[src/rtl/mul8_seq.sv]
// Sequential 8x8 unsigned shift-and-add multiplier built around one shared add8 ripple adder.
// The product emerges after eight RUN steps and is flagged by a one-cycle done pulse.

module add8 (
   input  logic [7:0] a,
   input  logic [7:0] b,
   output logic [8:0] s
);

   logic [8:0] c;

   always_comb begin
      c    = '0;
      s    = '0;
      for (int i = 0; i < 8; i++) begin
         s[i]   = a[i] ^ b[i] ^ c[i];
         c[i+1] = (a[i] & b[i]) | (a[i] & c[i]) | (b[i] & c[i]);
      end
      s[8] = c[8];
   end

endmodule

module mul8_seq (
   input  logic        clk,
   input  logic        rst,
   input  logic        start,
   input  logic [7:0]  a,
   input  logic [7:0]  b,
   output logic        ready,
   output logic        busy,
   output logic        done,
   output logic [15:0] p
);

   typedef enum logic [1:0] {
      StIdle = 2'd0,
      StRun  = 2'd1,
      StDone = 2'd2
   } state_e;

   state_e      state_q, state_d;
   logic [7:0]  mcand_q, mcand_d;
   logic [7:0]  hi_q, hi_d;
   logic [7:0]  lo_q, lo_d;
   logic [2:0]  cnt_q, cnt_d;
   logic [15:0] p_q, p_d;

   logic [7:0]  addend;
   logic [8:0]  sum;
   logic [15:0] shifted;

   assign addend  = lo_q[0] ? mcand_q : 8'h00;
   // Adder carry lands in hi[7] as the 17-bit partial product shifts right.
   assign shifted = {sum, lo_q[7:1]};

   add8 u_add8 (
      .a (hi_q),
      .b (addend),
      .s (sum)
   );

   always_comb begin
      state_d = state_q;
      mcand_d = mcand_q;
      hi_d    = hi_q;
      lo_d    = lo_q;
      cnt_d   = cnt_q;
      p_d     = p_q;
      case (state_q)
         StIdle: begin
            if (start) begin
               mcand_d = a;
               lo_d    = b;
               hi_d    = 8'h00;
               cnt_d   = 3'd0;
               state_d = StRun;
            end
         end
         StRun: begin
            hi_d  = shifted[15:8];
            lo_d  = shifted[7:0];
            cnt_d = cnt_q + 3'd1;
            if (cnt_q == 3'd7) begin
               p_d     = shifted;
               state_d = StDone;
            end
         end
         StDone: begin
            state_d = StIdle;
         end
         default: begin
            state_d = StIdle;
         end
      endcase
   end

   always_ff @(posedge clk or posedge rst) begin
      if (rst) begin
         state_q <= StIdle;
         mcand_q <= 8'h00;
         hi_q    <= 8'h00;
         lo_q    <= 8'h00;
         cnt_q   <= 3'd0;
         p_q     <= 16'h0000;
      end else begin
         state_q <= state_d;
         mcand_q <= mcand_d;
         hi_q    <= hi_d;
         lo_q    <= lo_d;
         cnt_q   <= cnt_d;
         p_q     <= p_d;
      end
   end

   assign ready = (state_q == StIdle);
   assign busy  = (state_q == StRun) || (state_q == StDone);
   assign done  = (state_q == StDone);
   assign p     = p_q;

endmodule

[config.mk]
export PLATFORM = sky130hd
export DESIGN_NAME = mul8_seq
export DESIGN_NICKNAME = d
export VERILOG_FILES = /design/src/rtl/mul8_seq.sv
export SDC_FILE = /design/constraint.sdc
export NUM_CORES = 1
export LEC_CHECK = 0
export ABC_CLOCK_PERIOD_IN_PS = 4400
export BUFFER_PORTS_ARGS = -buffer_cell sky130_fd_sc_hd__buf_2
export CORE_ASPECT_RATIO = 1.25
export CORE_MARGIN = 1.5
export CORE_UTILIZATION = 55
export CTS_CLUSTER_SIZE = 12
export DETAILED_ROUTE_END_ITERATION = 12
export PLACE_DENSITY = 0.89
export SYNTH_ARGS = -nofsm -noshare
export SYNTH_HDL_FRONTEND = slang
export SYNTH_SLANG_ARGS = --single-unit
[constraint.sdc]
create_clock -name clk -period 4.4 [get_ports clk]
set_input_delay 0.22 -clock clk [delete_from_list [all_inputs] [get_ports clk]]
set_output_delay 0.22 -clock clk [all_outputs]
set_load 0.01 [all_outputs]
==> run_results.csv, run 1 <==
group,metric,value,unit
worst_setup_path,crit_path_start_kind,"flop",
placed_design,gp_congestion,0.7593,
worst_setup_path,crit_family,"adder cells",
placed_design,placed_cell_area,0.002283,mm2
sta,finalMaxSlewViolations,0,
floorplan,io_pins,38,
routing,drt-initial-drc-count,52,
yosys,ys_seq_area_share,54.09,%
global_route,grt_max_degree,46,
yosys,synth-edff-count,0,
sta,timing.fmax,264.6,MHz
yosys,syn_nets,203,
final_layout,antennaDiodeCount,0,
floorplan,die_w,58.03,um
routing,avgRoutedWirePerCell,15.21,um
routing,antenna_left,0,
clock_network,hold_buffers,0,
yosys,synth-seq-cells,45,
final_layout,flow.area_growth_from_synthesis,15.26,%
yosys,synth_top_area_share,54.09,%
floorplan,rows,24,
yosys,syn_inst,171,
worst_hold_path,hp-class,"in2async",
power,swShare,36.45,%
routing,drc,0,
clock_network,cts_buffers,5,
worst_setup_path,r2r-end,"hi_q[6]$_DFFE_PP0P_",
floorplan,dieArea,0.004166,mm2
worst_setup_path,reg2reg_setup_slack,0.62,ns
sta,setup_viol,0,
worst_setup_path,r2r-start,"lo_q[0]$_DFFE_PP0P_",
worst_setup_path,cpMostUsedCell,"fa_1",
final_layout,final_layout_size_suffix_gt1_share,30.62,%
power,p_leak,1.170,nW
clock_network,path_clk_slew,0.08,ns
floorplan,initial_core_util,58.76,%
worst_setup_path,critPathBufInv,3,
power,p_int,1.102,mW
sta,rsz0062_at_grt,"no",
final_layout,final_nets,240,
sta,max_slew_margin,47.66,%
yosys,synth-main-ff-cell,"dfrtp_1",
global_route,grt_pass1_vias,1320,
clock_network,cts_tree,"yes",
clock_network,post_cts_buffers,0,
sta,min_period,3.779,ns
floorplan,coreArea,0.003543,mm2
clock_network,h-tree-depth,2,
worst_setup_path,r2r_cells,13,
yosys,async_flop_share,100.0,%
worst_setup_path,criticalPathCategory,"reg2reg",
global_route,antenna_found_initial,0,
routing,finalWirelength,3.771,mm
final_layout,n_fill_cell,267,
power,p_switching,0.6321,mW
worst_setup_path,path_cells,"and2_1, ha_1, inv_1, fa_1, inv_1, fa_1, inv_1, fa_1, fa_1, fa_1, fa_1, fa_1, o22ai_1",
global_route,grt_pass1_wl,6.451,mm
placed_design,portBuffers,37,
sta,hold_viol_final,0,
worst_setup_path,slowest_delay,0.49,ns
yosys,yosysTopAreaCell,"dfrtp_1",
clock_network,clockBufferDepth,2,
final_layout,multi_input_area,859.6,um2
flow_run,maxCapViolCount,0,
sta,finClkSkew,0.005853,ns
yosys,synthTopCellsByArea,"dfrtp_1 54%, fa_1 6.7%, mux2_2 5.9%",
routing,vias,1386,
sta,worstMarginPinSlew,0.7832,ns
routing,dr.pass1.iters,6,
yosys,yosys_warnings,0,
worst_setup_path,cpMaxStageDelayCell,"dfrtp_1",
final_layout,regArea,0.001126,mm2
worst_setup_path,endpoint_kind,"flop",
placed_design,dp_hpwl,2.708,mm
worst_setup_path,required,4.61,ns
global_route,grt_overflow,0,
yosys,yosysUniqueCellTypes,28,
yosys,syn-cell-area,0.002082,mm2
clock_network,clockRootBuffer,"clkbuf_8",
power,max-vdd-ir-drop,0.0004166,V
clock_network,clock_sinks,45,
clock_network,clkLatencyLatePin,0.30,ns
sta,setup_tns,0,ns
power,clkPwrFrac,18.2,%
routing,vias_per_cell,5.589,
outcome,status,"completed",
global_route,track_usage,21.13,%
final_layout,postLayoutCellArea,0.002400,mm2
power,power_frac_seq,40.1,%
power,power.density,722.7,mW/mm2
power,pwr-share-comb,41.7,%
worst_setup_path,arrival,3.99,ns
sta,finalCritPeriodShare,85.88,%
floorplan,die_h,71.79,um
clock_network,ctsResizeCount,0,
worst_setup_path,path_max_fanout,10,
yosys,syn-mean-instance-area,12.18,um2
## synthesized netlist by cell type, drive strengths merged, types with 3 or more instances
cell type and n:
nor2 3, a21oi 4, and3b 3, or2 4, dfrtp 45, o21ai 14
o221a 8, o22ai 5, mux2 17, ha 6, o22a 4, nand2 19
fa 7, buf 6, inv 15
## registers in the layout, indices dropped and copies added, names as in the netlist
| name | count |
|---|---|
| p | 16 |
| hi_q | 8 |
| lo_q | 8 |
| mcand_q | 8 |
| cnt_q | 3 |
| state_q | 2 |
## logic make-up after synthesis
| logic type | synth area share (%) |
|---|---|
| fa+ha+maj | 10.34 |
| compound gates | 12.80 |
| buf+inv | 4.627 |
| simple gates | 8.293 |
| mux | 9.855 |
| flops | 54.09 |
## through the flow
step,instances,utilization (%),setup slack [ns],power (mW),hold WS [ns]
floorplan,171,-,0.7389,1.220,0.3517
global placement,240,64.44,0.7461,1.385,0.3855
detailed placement,240,64.44,0.6269,1.426,0.3874
CTS,248,67.73,0.6299,1.746,0.06579
global route,248,67.73,0.4382,1.886,0.1025
finish,248,67.73,0.6213,1.734,0.05436
## layer usage
layer | GRT usage [%] | share of wire, % | vias up
li1 | - | - | 664
met1 | 29.60 | 45 | 677
met2 | 30.43 | 48 | 36
met3 | 5.957 | 4.8 | 9
met4 | 10.08 | 2.8 | 0
met5 | 0 | 0 | -
## cells in the final DEF, fill, tap and decap left out, drive strengths merged
cell type,instances
buf,38
o22a,4
and2,2
dfrtp,45
ha,6
mux2,17
a32o,2
and3b,3
nand2b,2
o21ai,14
mux2i,1
nand3,1
or2,4
nand2,19
or3,1
clkbuf,7
bufinv,1
fa,7
a21oi,4
nor2,3
inv,15
o22ai,5
o221a,8
## how the worst max path moves through the flow
stage	start	to	slack (ns)	cells past startpoint
finish	lo_q[0]$_DFFE_PP0P_	hi_q[6]$_DFFE_PP0P_	0.62	13
global placement	lo_q[0]$_DFFE_PP0P_	p[14]$_DFFE_PP0P_	0.75	13
floorplan	lo_q[0]$_DFFE_PP0P_	p[14]$_DFFE_PP0P_	0.74	14
detailed placement	lo_q[0]$_DFFE_PP0P_	hi_q[6]$_DFFE_PP0P_	0.63	13
CTS	lo_q[0]$_DFFE_PP0P_	hi_q[6]$_DFFE_PP0P_	0.63	13
global route	lo_q[0]$_DFFE_PP0P_	p[14]$_DFFE_PP0P_	0.44	13
## power groups by stage
stage | sequential, mW | clock (mW) | combinational (mW)
after detailed placement | 0.703 | 0 | 0.723
after floorplan | 0.693 | 0 | 0.526
after CTS | 0.694 | 0.322 | 0.730
final | 0.695 | 0.316 | 0.724
after global routing | 0.717 | 0.342 | 0.827
after global placement | 0.694 | 0 | 0.691
## layout make-up
type | instances | area share, %
Clock inverter | 1 | 1.251
Multi-Input combinational cell | 103 | 35.82
Sequential cell | 45 | 46.92
Inverter | 15 | 2.346
Clock buffer | 7 | 3.597
Tap cell | 39 | 2.033
Timing Repair Buffer | 38 | 8.029
## worst reg2reg max path: cells and delay by family (launching register included)
family,cells,cell delay [ns]
compound gates,1,0.21
simple gates,1,0.17
flops,1,0.49
fa+ha+maj,8,2.64
buf+inv,3,0.19
Note: power is estimated with default switching activity, not from simulation.
==> inputs of run 2 (changes only) <==
--- a/config.mk
+++ b/config.mk
@@ -8,10 +8,11 @@
 export ABC_CLOCK_PERIOD_IN_PS = 4400
 export BUFFER_PORTS_ARGS = -buffer_cell sky130_fd_sc_hd__buf_2
 export CORE_ASPECT_RATIO = 1.25
-export CORE_MARGIN = 1.5
+export CORE_MARGIN = 4
 export CORE_UTILIZATION = 55
 export CTS_CLUSTER_SIZE = 12
 export DETAILED_ROUTE_END_ITERATION = 12
+export GPL_TIMING_DRIVEN = 0
 export PLACE_DENSITY = 0.89
 export SYNTH_ARGS = -nofsm -noshare
 export SYNTH_HDL_FRONTEND = slang
==> run 2 against run 1 <==
  * Non-clock buffer count grew 7
  * Critical path depth grew 1
  * Maximum frequency shrank 7.6%
  * Flip-flop and latch count is the same
  * Worst hold slack gained 0.040 ns
  * Count of clock-buffer cells in the layout shrank 2
  * Die area grew 16%
  * Sequential power shrank 1%
  * Critical path type unchanged
  * Largest cell class unchanged
  * Largest power group unchanged
==> run_results.csv, run 2 (synthesized netlist as in run 1, its figures left out) <==
group,metric,value,unit
outcome,status,"completed",
placed_design,gp_congestion,0.8111,
worst_setup_path,arrival,4.28,ns
floorplan,die_h,76.79,um
global_route,antenna_found_initial,0,
sta,min_period,4.088,ns
sta,setup_viol,0,
global_route,track_usage,19.08,%
final_layout,largest_register_ffs,16,
power,max-vdd-ir-drop,0.0004892,V
clock_network,post_cts_buffers,0,
clock_network,path_clk_slew,0.09,ns
clock_network,ctsResizeCount,0,
clock_network,hold_buffers,0,
floorplan,initial_core_util,58.26,%
worst_setup_path,path_cells,"clkbuf_1, and2_1, ha_1, inv_1, fa_1, inv_1, fa_1, inv_1, fa_1, fa_1, fa_1, fa_1, fa_1, o21ai_0",
power,p_leak,1.198,nW
placed_design,dp_hpwl,3.067,mm
worst_setup_path,required,4.59,ns
sta,finalMaxSlewViolations,0,
worst_setup_path,crit_path_start_kind,"flop",
floorplan,die_w,63.03,um
worst_setup_path,endpoint_kind,"flop",
floorplan,io_pins,38,
clock_network,clkLatencyLatePin,0.31,ns
sta,timing.fmax,244.6,MHz
clock_network,cts_buffers,5,
clock_network,clockBufferDepth,2,
routing,drc,0,
power,total_power,1.826,mW
worst_setup_path,cpMaxStageDelayCell,"fa_1",
sta,rsz0062_at_grt,"no",
sta,worstMarginPinSlew,0.8991,ns
floorplan,coreArea,0.003573,mm2
final_layout,layout_common_cells,"45 x dfrtp_1, 42 x buf_2, 18 x nand2_1, 14 x o21ai_0, 13 x inv_1",
sta,finalCritPeriodShare,92.91,%
routing,finalWirelength,4.099,mm
final_layout,final_layout_size_suffix_gt1_share,32.87,%
worst_setup_path,cpMostUsedCell,"fa_1",
routing,vias,1450,
clock_network,h-tree-depth,2,
floorplan,rows,24,
clock_network,clock_sinks,45,
floorplan,dieArea,0.004840,mm2
global_route,grt_overflow,0,
sta,max_slew_margin,39.97,%
power,power.density,744.4,mW/mm2
flow_run,maxCapViolCount,0,
worst_setup_path,path_max_fanout,10,
final_layout,antennaDiodeCount,0,
sta,hold_viol_final,0,
global_route,grt_max_degree,46,
worst_setup_path,slowest_delay,0.52,ns
final_layout,layout_commonest_cell,"dfrtp_1",
routing,drt-initial-drc-count,50,
worst_hold_path,hp-class,"in2async",
final_layout,final_nets,247,
routing,vias_per_cell,5.686,
routing,antenna_left,0,
global_route,grt_pass1_vias,1458,
worst_setup_path,criticalPathCategory,"reg2reg",
sta,setup_tns,0,ns
routing,avgRoutedWirePerCell,16.07,um
clock_network,clockRootBuffer,"clkbuf_8",
routing,dr.pass1.iters,4,
clock_network,cts_tree,"yes",
sta,finClkSkew,0.01097,ns
global_route,grt_pass1_wl,7.176,mm
placed_design,portBuffers,37,
final_layout,flow.area_growth_from_synthesis,17.85,%
-- run 2: critical path, delay by kind of cell, from the launching register on --
kind	cells	cell delay [ns]
fa+ha+maj	8	2.78
buf+inv	4	0.55
flops	1	0.33
simple gates	1	0.20
compound gates	1	0.09
-- run 2: path summary, 6_finish.rpt --
path | startpoint | to | slack [ns] | cells after the start
max | lo_q[0]$_DFFE_PP0P_ | p[14]$_DFFE_PP0P_ | 0.31 | 14
min | rst | p[14]$_DFFE_PP0P_ | 0.09 | 2
max reg2reg | lo_q[0]$_DFFE_PP0P_ | p[14]$_DFFE_PP0P_ | 0.31 | 14
min reg2reg | p[11]$_DFFE_PP0P_ | p[11]$_DFFE_PP0P_ | 0.49 | 2
max in group asynchronous | rst | p[4]$_DFFE_PP0P_ | 3.73 | 2
min in group clk | a[2] | mcand_q[2]$_DFFE_PP0P_ | 0.12 | 2
-- run 2: metrics by stage --
stage / hold slack [ns] / instance area [um2] / setup slack [ns] / std cells / utilization (%)
after global routing: 0.1231 / 2454 / 0.1445 / 255 / 68.66
after floorplan: 0.3517 / 2082 / 0.7389 / 171 / -
after CTS: 0.1169 / 2454 / 0.3154 / 255 / 68.66
final: 0.09454 / 2454 / 0.3118 / 255 / 68.66
after global placement: 0.4308 / 2316 / 0.5066 / 247 / 64.81
after detailed placement: 0.4351 / 2316 / 0.3570 / 247 / 64.81
-- run 2: power breakdown --
part	switching [mW]	internal, mW	leakage (nW)
Clock	0.142	0.228	0.0687
Sequential	0.0994	0.587	0.563
Combinational	0.420	0.349	0.566
Total	0.661	1.17	1.20
-- run 2: layer usage --
| layer | wire [um] | share of wire [%] | GRT usage, % | vias to the layer above |
|---|---|---|---|---|
| met2 | 2129 | 52 | 30.62 | 44 |
| li1 | - | - | - | 683 |
| met5 | 0 | 0 | 0 | - |
| met1 | 1661 | 41 | 24.51 | 716 |
| met4 | 73 | 1.8 | 8.168 | 0 |
| met3 | 235 | 5.7 | 4.678 | 7 |
-- run 2: layout make-up --
class	count	area (um2)
Buffer	8	40.04
Fill cell	252	1120
Clock buffer	5	68.82
Timing Repair Buffer	37	185.2
Clock inverter	3	68.82
Sequential cell	45	1126
Multi-Input combinational cell	103	859.6
Inverter	15	56.30
Tap cell	39	48.80
